`config.mk`:
```
export PLATFORM = sky130hd
export DESIGN_NAME = seg7_reader
export DESIGN_NICKNAME = d
export VERILOG_FILES = /design/src/rtl/seg7_pkg.sv /design/src/rtl/seg7_glyph_decode.sv /design/src/rtl/seg7_reader.sv
export SDC_FILE = /design/constraint.sdc
export NUM_CORES = 1
export LEC_CHECK = 0
export ABC_AREA = 1
export CAP_MARGIN = 20
export CORE_MARGIN = 3
export CORE_UTILIZATION = 49
export CTS_CLUSTER_SIZE = 14
export DETAILED_ROUTE_END_ITERATION = 10
export PLACE_DENSITY = 0.74
export SYNTH_ARGS = -nofsm -noshare
export SYNTH_HDL_FRONTEND = slang
export SYNTH_SLANG_ARGS = --single-unit
```
`constraint.sdc`:
```
create_clock -name clk -period 1.4 [get_ports clk]
set_input_delay 0.14 -clock clk [delete_from_list [all_inputs] [get_ports clk]]
set_output_delay 0.14 -clock clk [all_outputs]
set_load 0.1 [all_outputs]
```
`src/rtl/seg7_pkg.sv`:
```
// Shared 7-segment definitions: active-low glyph table (bit 0 = segment a) and
// the reader's handshake states. Encoder and reader both draw from this table.
package seg7_pkg;

    localparam logic [6:0] SEG_BLANK = 7'b1111111;

    // Index n holds the active-low pattern for hex digit n.
    localparam logic [15:0][6:0] GLYPHS = {
        7'b0001110,  // F
        7'b0000110,  // E
        7'b0100001,  // d
        7'b1000110,  // C
        7'b0000011,  // b
        7'b0001000,  // A
        7'b0010000,  // 9
        7'b0000000,  // 8
        7'b1111000,  // 7
        7'b0000010,  // 6
        7'b0010010,  // 5
        7'b0011001,  // 4
        7'b0110000,  // 3
        7'b0100100,  // 2
        7'b1111001,  // 1
        7'b1000000   // 0
    };

    typedef enum logic {
        IDLE = 1'b0,
        PEND = 1'b1
    } reader_state_t;

    function automatic logic [6:0] glyph_of(input logic [3:0] digit);
        return GLYPHS[digit];
    endfunction

endpackage

```
`src/rtl/seg7_glyph_decode.sv`:
```
// Combinational reverse lookup of an active-low segment pattern into a hex digit.
// hit is clear for blank and for any pattern that is not one of the 16 glyphs.
module seg7_glyph_decode
    import seg7_pkg::*;
(
    input  logic [6:0] pattern,
    output logic       hit,
    output logic       is_blank,
    output logic [3:0] digit
);

    logic [15:0] match;

    generate
        for (genvar gi = 0; gi < 16; gi++) begin : g_match
            assign match[gi] = (pattern == GLYPHS[gi]);
        end
    endgenerate

    // Glyphs are distinct, so at most one match bit is set and OR-ing indices is exact.
    always_comb begin
        digit = 4'd0;
        for (int i = 0; i < 16; i++) begin
            if (match[i]) begin
                digit = digit | 4'(i);
            end
        end
    end

    assign hit      = |match;
    assign is_blank = (pattern == SEG_BLANK);

endmodule

```
`src/rtl/seg7_reader.sv`:
```
// Watches an active-low segment bus, waits for a stable pattern, decodes it and
// offers each newly accepted glyph once on a valid/ready output.
module seg7_reader
    import seg7_pkg::*;
#(
    parameter int STABLE_CYCLES = 4
) (
    input  logic       clk,
    input  logic       reset,
    input  logic [6:0] leds,
    input  logic       out_ready,
    output logic [3:0] out_digit,
    output logic       out_valid,
    output logic       out_err,
    output logic       blank,
    output logic       overrun
);

    localparam int CW = $clog2(STABLE_CYCLES + 1);
    localparam logic [CW-1:0] CNT_MAX = CW'(STABLE_CYCLES);

    logic [6:0]    samp_reg;
    logic [6:0]    last_reg;
    logic [CW-1:0] cnt_reg;
    logic [3:0]    digit_reg;
    logic          err_reg;
    logic          blank_reg;
    logic          overrun_reg;
    reader_state_t state_reg;
    reader_state_t state_next;

    logic       dec_hit;
    logic       dec_blank;
    logic [3:0] dec_digit;

    logic accept;
    logic emit;
    logic load;
    logic set_overrun;

    seg7_glyph_decode u_decode (
        .pattern  (samp_reg),
        .hit      (dec_hit),
        .is_blank (dec_blank),
        .digit    (dec_digit)
    );

    assign accept = (cnt_reg == CNT_MAX) && (samp_reg != last_reg);
    assign emit   = accept && !dec_blank;

    always_comb begin
        state_next  = state_reg;
        load        = 1'b0;
        set_overrun = 1'b0;
        case (state_reg)
            IDLE: begin
                if (emit) begin
                    load       = 1'b1;
                    state_next = PEND;
                end
            end
            PEND: begin
                if (out_ready) begin
                    // Consume and reload in the same edge so a back-to-back event has no bubble.
                    load       = emit;
                    state_next = emit ? PEND : IDLE;
                end else if (emit) begin
                    set_overrun = 1'b1;
                end
            end
            default: state_next = IDLE;
        endcase
    end

    always_ff @(posedge clk) begin
        if (reset) begin
            state_reg <= IDLE;
        end else begin
            state_reg <= state_next;
        end
    end

    always_ff @(posedge clk) begin
        if (reset) begin
            samp_reg    <= SEG_BLANK;
            last_reg    <= SEG_BLANK;
            cnt_reg     <= '0;
            digit_reg   <= 4'd0;
            err_reg     <= 1'b0;
            blank_reg   <= 1'b1;
            overrun_reg <= 1'b0;
        end else begin
            samp_reg <= leds;
            if (leds != samp_reg) begin
                cnt_reg <= CW'(1);
            end else if (cnt_reg != CNT_MAX) begin
                cnt_reg <= cnt_reg + CW'(1);
            end
            if (accept) begin
                last_reg  <= samp_reg;
                blank_reg <= dec_blank;
            end
            if (load) begin
                digit_reg <= dec_hit ? dec_digit : 4'd0;
                err_reg   <= !dec_hit;
            end
            if (set_overrun) begin
                overrun_reg <= 1'b1;
            end
        end
    end

    assign out_digit = digit_reg;
    assign out_err   = err_reg;
    assign out_valid = (state_reg == PEND);
    assign blank     = blank_reg;
    assign overrun   = overrun_reg;

endmodule

```
==> flow_results.org <==
** Run status
- Run status :: finished, violations left
- The checks that failed: negative setup slack.

** Clock network
- At the later pin of the worst-skew pair, clock insertion delay measures ~340 ps.
- The number of clock buffers added by TritonCTS is 3.
- TritonCTS built the clock tree.
- Worst-case clock buffer depth :: 2
- Clock input transition at the sequential cells of the worst setup and hold paths :: 150 ps
- The tree built by TritonCTS fans out to 25 sinks.
- CTS Hold Buffers Added :: 0
- Clock tree synthesis selected as its root buffer the cell sky130_fd_sc_hd__clkbuf_4.
- CTS built an H-tree with a depth of 1.

** Routing
- In the routed layout, each cell is associated on average with a via count of 5.295.
- For this block, the initial DRC count from the detailed router was around 120.
- The first detailed-routing pass ran for 4 iterations.
- The count of nets left with antenna violations once routing finished came out at 0.
- Final Routed Wirelength :: a little under 5000 µm
- Total vias in the final route :: roughly 1,700
- In the routed design, unresolved DRC markers number 0.
- Post-detailed-route wirelength per cell :: ~15 µm

** Worst setup path
- Data on the critical path is required at its endpoint by 1630 ps.
- Highest cell delay on the worst timing path :: about 360 ps
- The worst setup path is captured at a flip-flop.
- Critical path's most frequent cell :: sky130_fd_sc_hd__buf_4
- The signal on the critical path passes through inv_2 > ha_4 > nand2_2 > buf_4 > buf_4 > buf_4 > buf_4 > nand2_1 > a31oi_1.
- Type of the setup path with the least slack :: flip-flop to flip-flop
- Among all stages on the critical path, the largest delay is contributed by sky130_fd_sc_hd__dfxtp_2.
- The number of buffers and inverters on the critical path is 5.
- STA classifies the critical path startpoint as a flip-flop.
- Maximum fanout encountered on the critical timing path :: 3
- The kind of cell with the highest combined delay along the critical path is buffers and inverters.
- Worst EP arrival :: 1700 ps

** STA
- On the final layout, the worst clock skew is roughly 7.5 ps.
- Min Clock Period, post-route :: 1472 ps
- After layout, the worst setup slack is -71.95 ps.
- Setup repair after global routing missed its margin :: yes
- In this run the tightest slew margin relative to its limit is around four fifths.
- The count of final hold-check violations was 0.
- Post-route clock period utilization :: 105.1%
- For the final routed database, the setup TNS stands at -489.5 ps.
- Based on the critical path, the design can be clocked at up to 0.6794 GHz.
- Worst Tran Pin Value :: 275.8 ps
- Setup violation total in the final timing report :: 12
- The count of final max-slew check failures was 0.

** Final layout
- The library cell used most frequently in the layout, excluding fill and tap cells, is sky130_fd_sc_hd__nand2_1.
- Share of final-layout standard cells stronger than drive strength 1 :: roughly 44%
- Leading cell types in the layout, fill and taps excluded :: sky130_fd_sc_hd__nand2_1 (71), sky130_fd_sc_hd__buf_4 (36), sky130_fd_sc_hd__inv_1 (25)
- Final non-filler cell total :: about 330
- The net count of the finished layout is 307.
- From synthesis to final layout, the design area changed by 53.71%.
- Fin util :: 81.51%
- Antenna Cells :: 0

** Synth
- Yosys cell types :: 27
- Async set-or-reset flop fraction in the synthesized netlist :: 0%
- Portion of the post-synthesis area used by sequential elements :: roughly a third
- The cell area that synthesis handed to floorplanning was 0.001500 mm².
- When the netlist entered floorplanning its net count stood at around 250.
- Avg Inst Size Synth :: about 6.3 µm²
- Post-Synthesis Cells :: approximately 240
- The synthesized design contains 25 register bits.
- Yosys printed 0 warnings.
- Most used flip-flop cell after synthesis :: sky130_fd_sc_hd__dfxtp_1
- Counting flops with a built-in enable in the synthesized netlist gives 0.

** Job
- Max Cap Viol :: 0

** Floorplanning
- The floorplan has 19 rows.
- Top-level I/O count :: 18
- Starting density of the core :: a little over half
- Placeable core region :: approximately 0.0028 mm²
- The die is approximately 61 µm wide.
- Full die area :: approximately 0.0038 mm²
- The floorplan step set the die height to around 61 µm.

** GRT
- Total gr overflow :: 0
- Total global-route track usage :: roughly a quarter
- The number of antenna violations at the first check in global routing was 0.
- Vias in the first global route :: about 1,600
- Maximum number of pins on one net before global-route repair :: 16
- Global-route wire length before repair :: 6886 µm

** Placed design
- Before CTS, the worst setup slack after placement is -50.72 ps.
- Input/output buffers :: 17
- Placed Cells incl. Taps :: 308
- Estimated wirelength of the detail-placed design :: 2880 µm
- Routability congestion estimate :: roughly 0.89

** Power
- Total power :: about 1.4 mW
- For this design the ratio of total power to cell area is 594.3 mW/mm².
- Maximum ir drop on the vdd rail :: ~0.57 mV
- Leak Pwr :: 1.194 nW

** Worst hold path
- The min-delay analysis places its worst path in the category primary input to flip-flop.
[tightest hold or removal path, cell delays in order]
cell and delay (ps):
sky130_fd_sc_hd__clkdlybuf4s50_1 420, sky130_fd_sc_hd__inv_1 90, sky130_fd_sc_hd__nand2_1 50
[synth_stat cells, types with 2 or more instances]
cell                       count  area share (%)
sky130_fd_sc_hd__nand2_1      85              21
sky130_fd_sc_hd__inv_1        31             7.8
sky130_fd_sc_hd__dfxtp_1      25              33
sky130_fd_sc_hd__nor2_1       25             6.3
sky130_fd_sc_hd__nand3_1      11             3.7
sky130_fd_sc_hd__a21oi_1      10             3.3
sky130_fd_sc_hd__inv_2         7             1.8
sky130_fd_sc_hd__o211ai_1      6             3.0
sky130_fd_sc_hd__nand2_2       4             1.7
sky130_fd_sc_hd__nand4_1       4             1.7
sky130_fd_sc_hd__xnor2_1       4             2.3
sky130_fd_sc_hd__nor3_1        3             1.0
sky130_fd_sc_hd__or2_2         3             1.3
sky130_fd_sc_hd__buf_6         2             1.5
sky130_fd_sc_hd__ha_1          2             1.7
sky130_fd_sc_hd__nor2_2        2            0.83
sky130_fd_sc_hd__o211ai_2      2             1.7
sky130_fd_sc_hd__o21a_1        2             1.0
[cell families after synthesis]
logic type / Yosys count / synth area share [%]
adder cells (fa/ha/maj): 2 / 1.668
AO/OA/AOI/OAI: 24 / 11.34
XOR/XNOR: 4 / 2.335
buffers and inverters: 42 / 11.76
flip-flops: 25 / 33.36
AND/OR/NAND/NOR: 140 / 39.53
[routing by layer]
| metal | share of wire [%] | vias up | wire, µm | GRT usage, % |
|---|---|---|---|---|
| met5 | 0 | - | 0 | 0 |
| met4 | 4.6 | 0 | 222 | 9.697 |
| met3 | 4.0 | 19 | 192 | 2.516 |
| met2 | 51 | 53 | 2462 | 43.20 |
| met1 | 41 | 795 | 1963 | 30.87 |
| li1 | - | 854 | - | - |
[timing repair]
action,CTS,global route
gates resized for setup,29,38
buffers inserted,9,5
pin swaps,8,15
setup endpoints to repair,13,17
[worst paths after layout]
| kind | startpoint | slack [ps] | end | cells after the start |
|---|---|---|---|---|
| min | leds[1] | 390 | samp_reg[1] | 3 |
| max reg2reg | cnt_reg[0] | -70 | cnt_reg[0] | 9 |
| max | cnt_reg[0] | -70 | cnt_reg[0] | 9 |
| min reg2reg | last_reg[0] | 510 | last_reg[0] | 2 |
[per-stage QoR]
stage          hold slack (ps)  instance area, µm²
4_1_cts                  358.2                2172
6_report                 385.5                2306
5_1_grt                  386.9                2306
3_5_place_dp             483.8                1984
3_3_place_gp             482.9                1984
2_1_floorplan            236.6                1501
[final cells by class]
type                    count  area (µm²)
flip-flops and latches     25       526.8
clock buffers               3       22.52
repair buffers             57       591.8
inverters                  38       155.1
fillers                   178       523.0
multi-input cells         170       963.4
well taps                  31       38.79
clock inverters             1       7.507
[where the power goes]
part | internal (mW) | switching, mW
combinational | 0.131 | 0.144
clock | 0.110 | 0.243
sequential | 0.721 | 0.0213
total | 0.962 | 0.409
No activity file was read; power rests on OpenSTA's default activity.
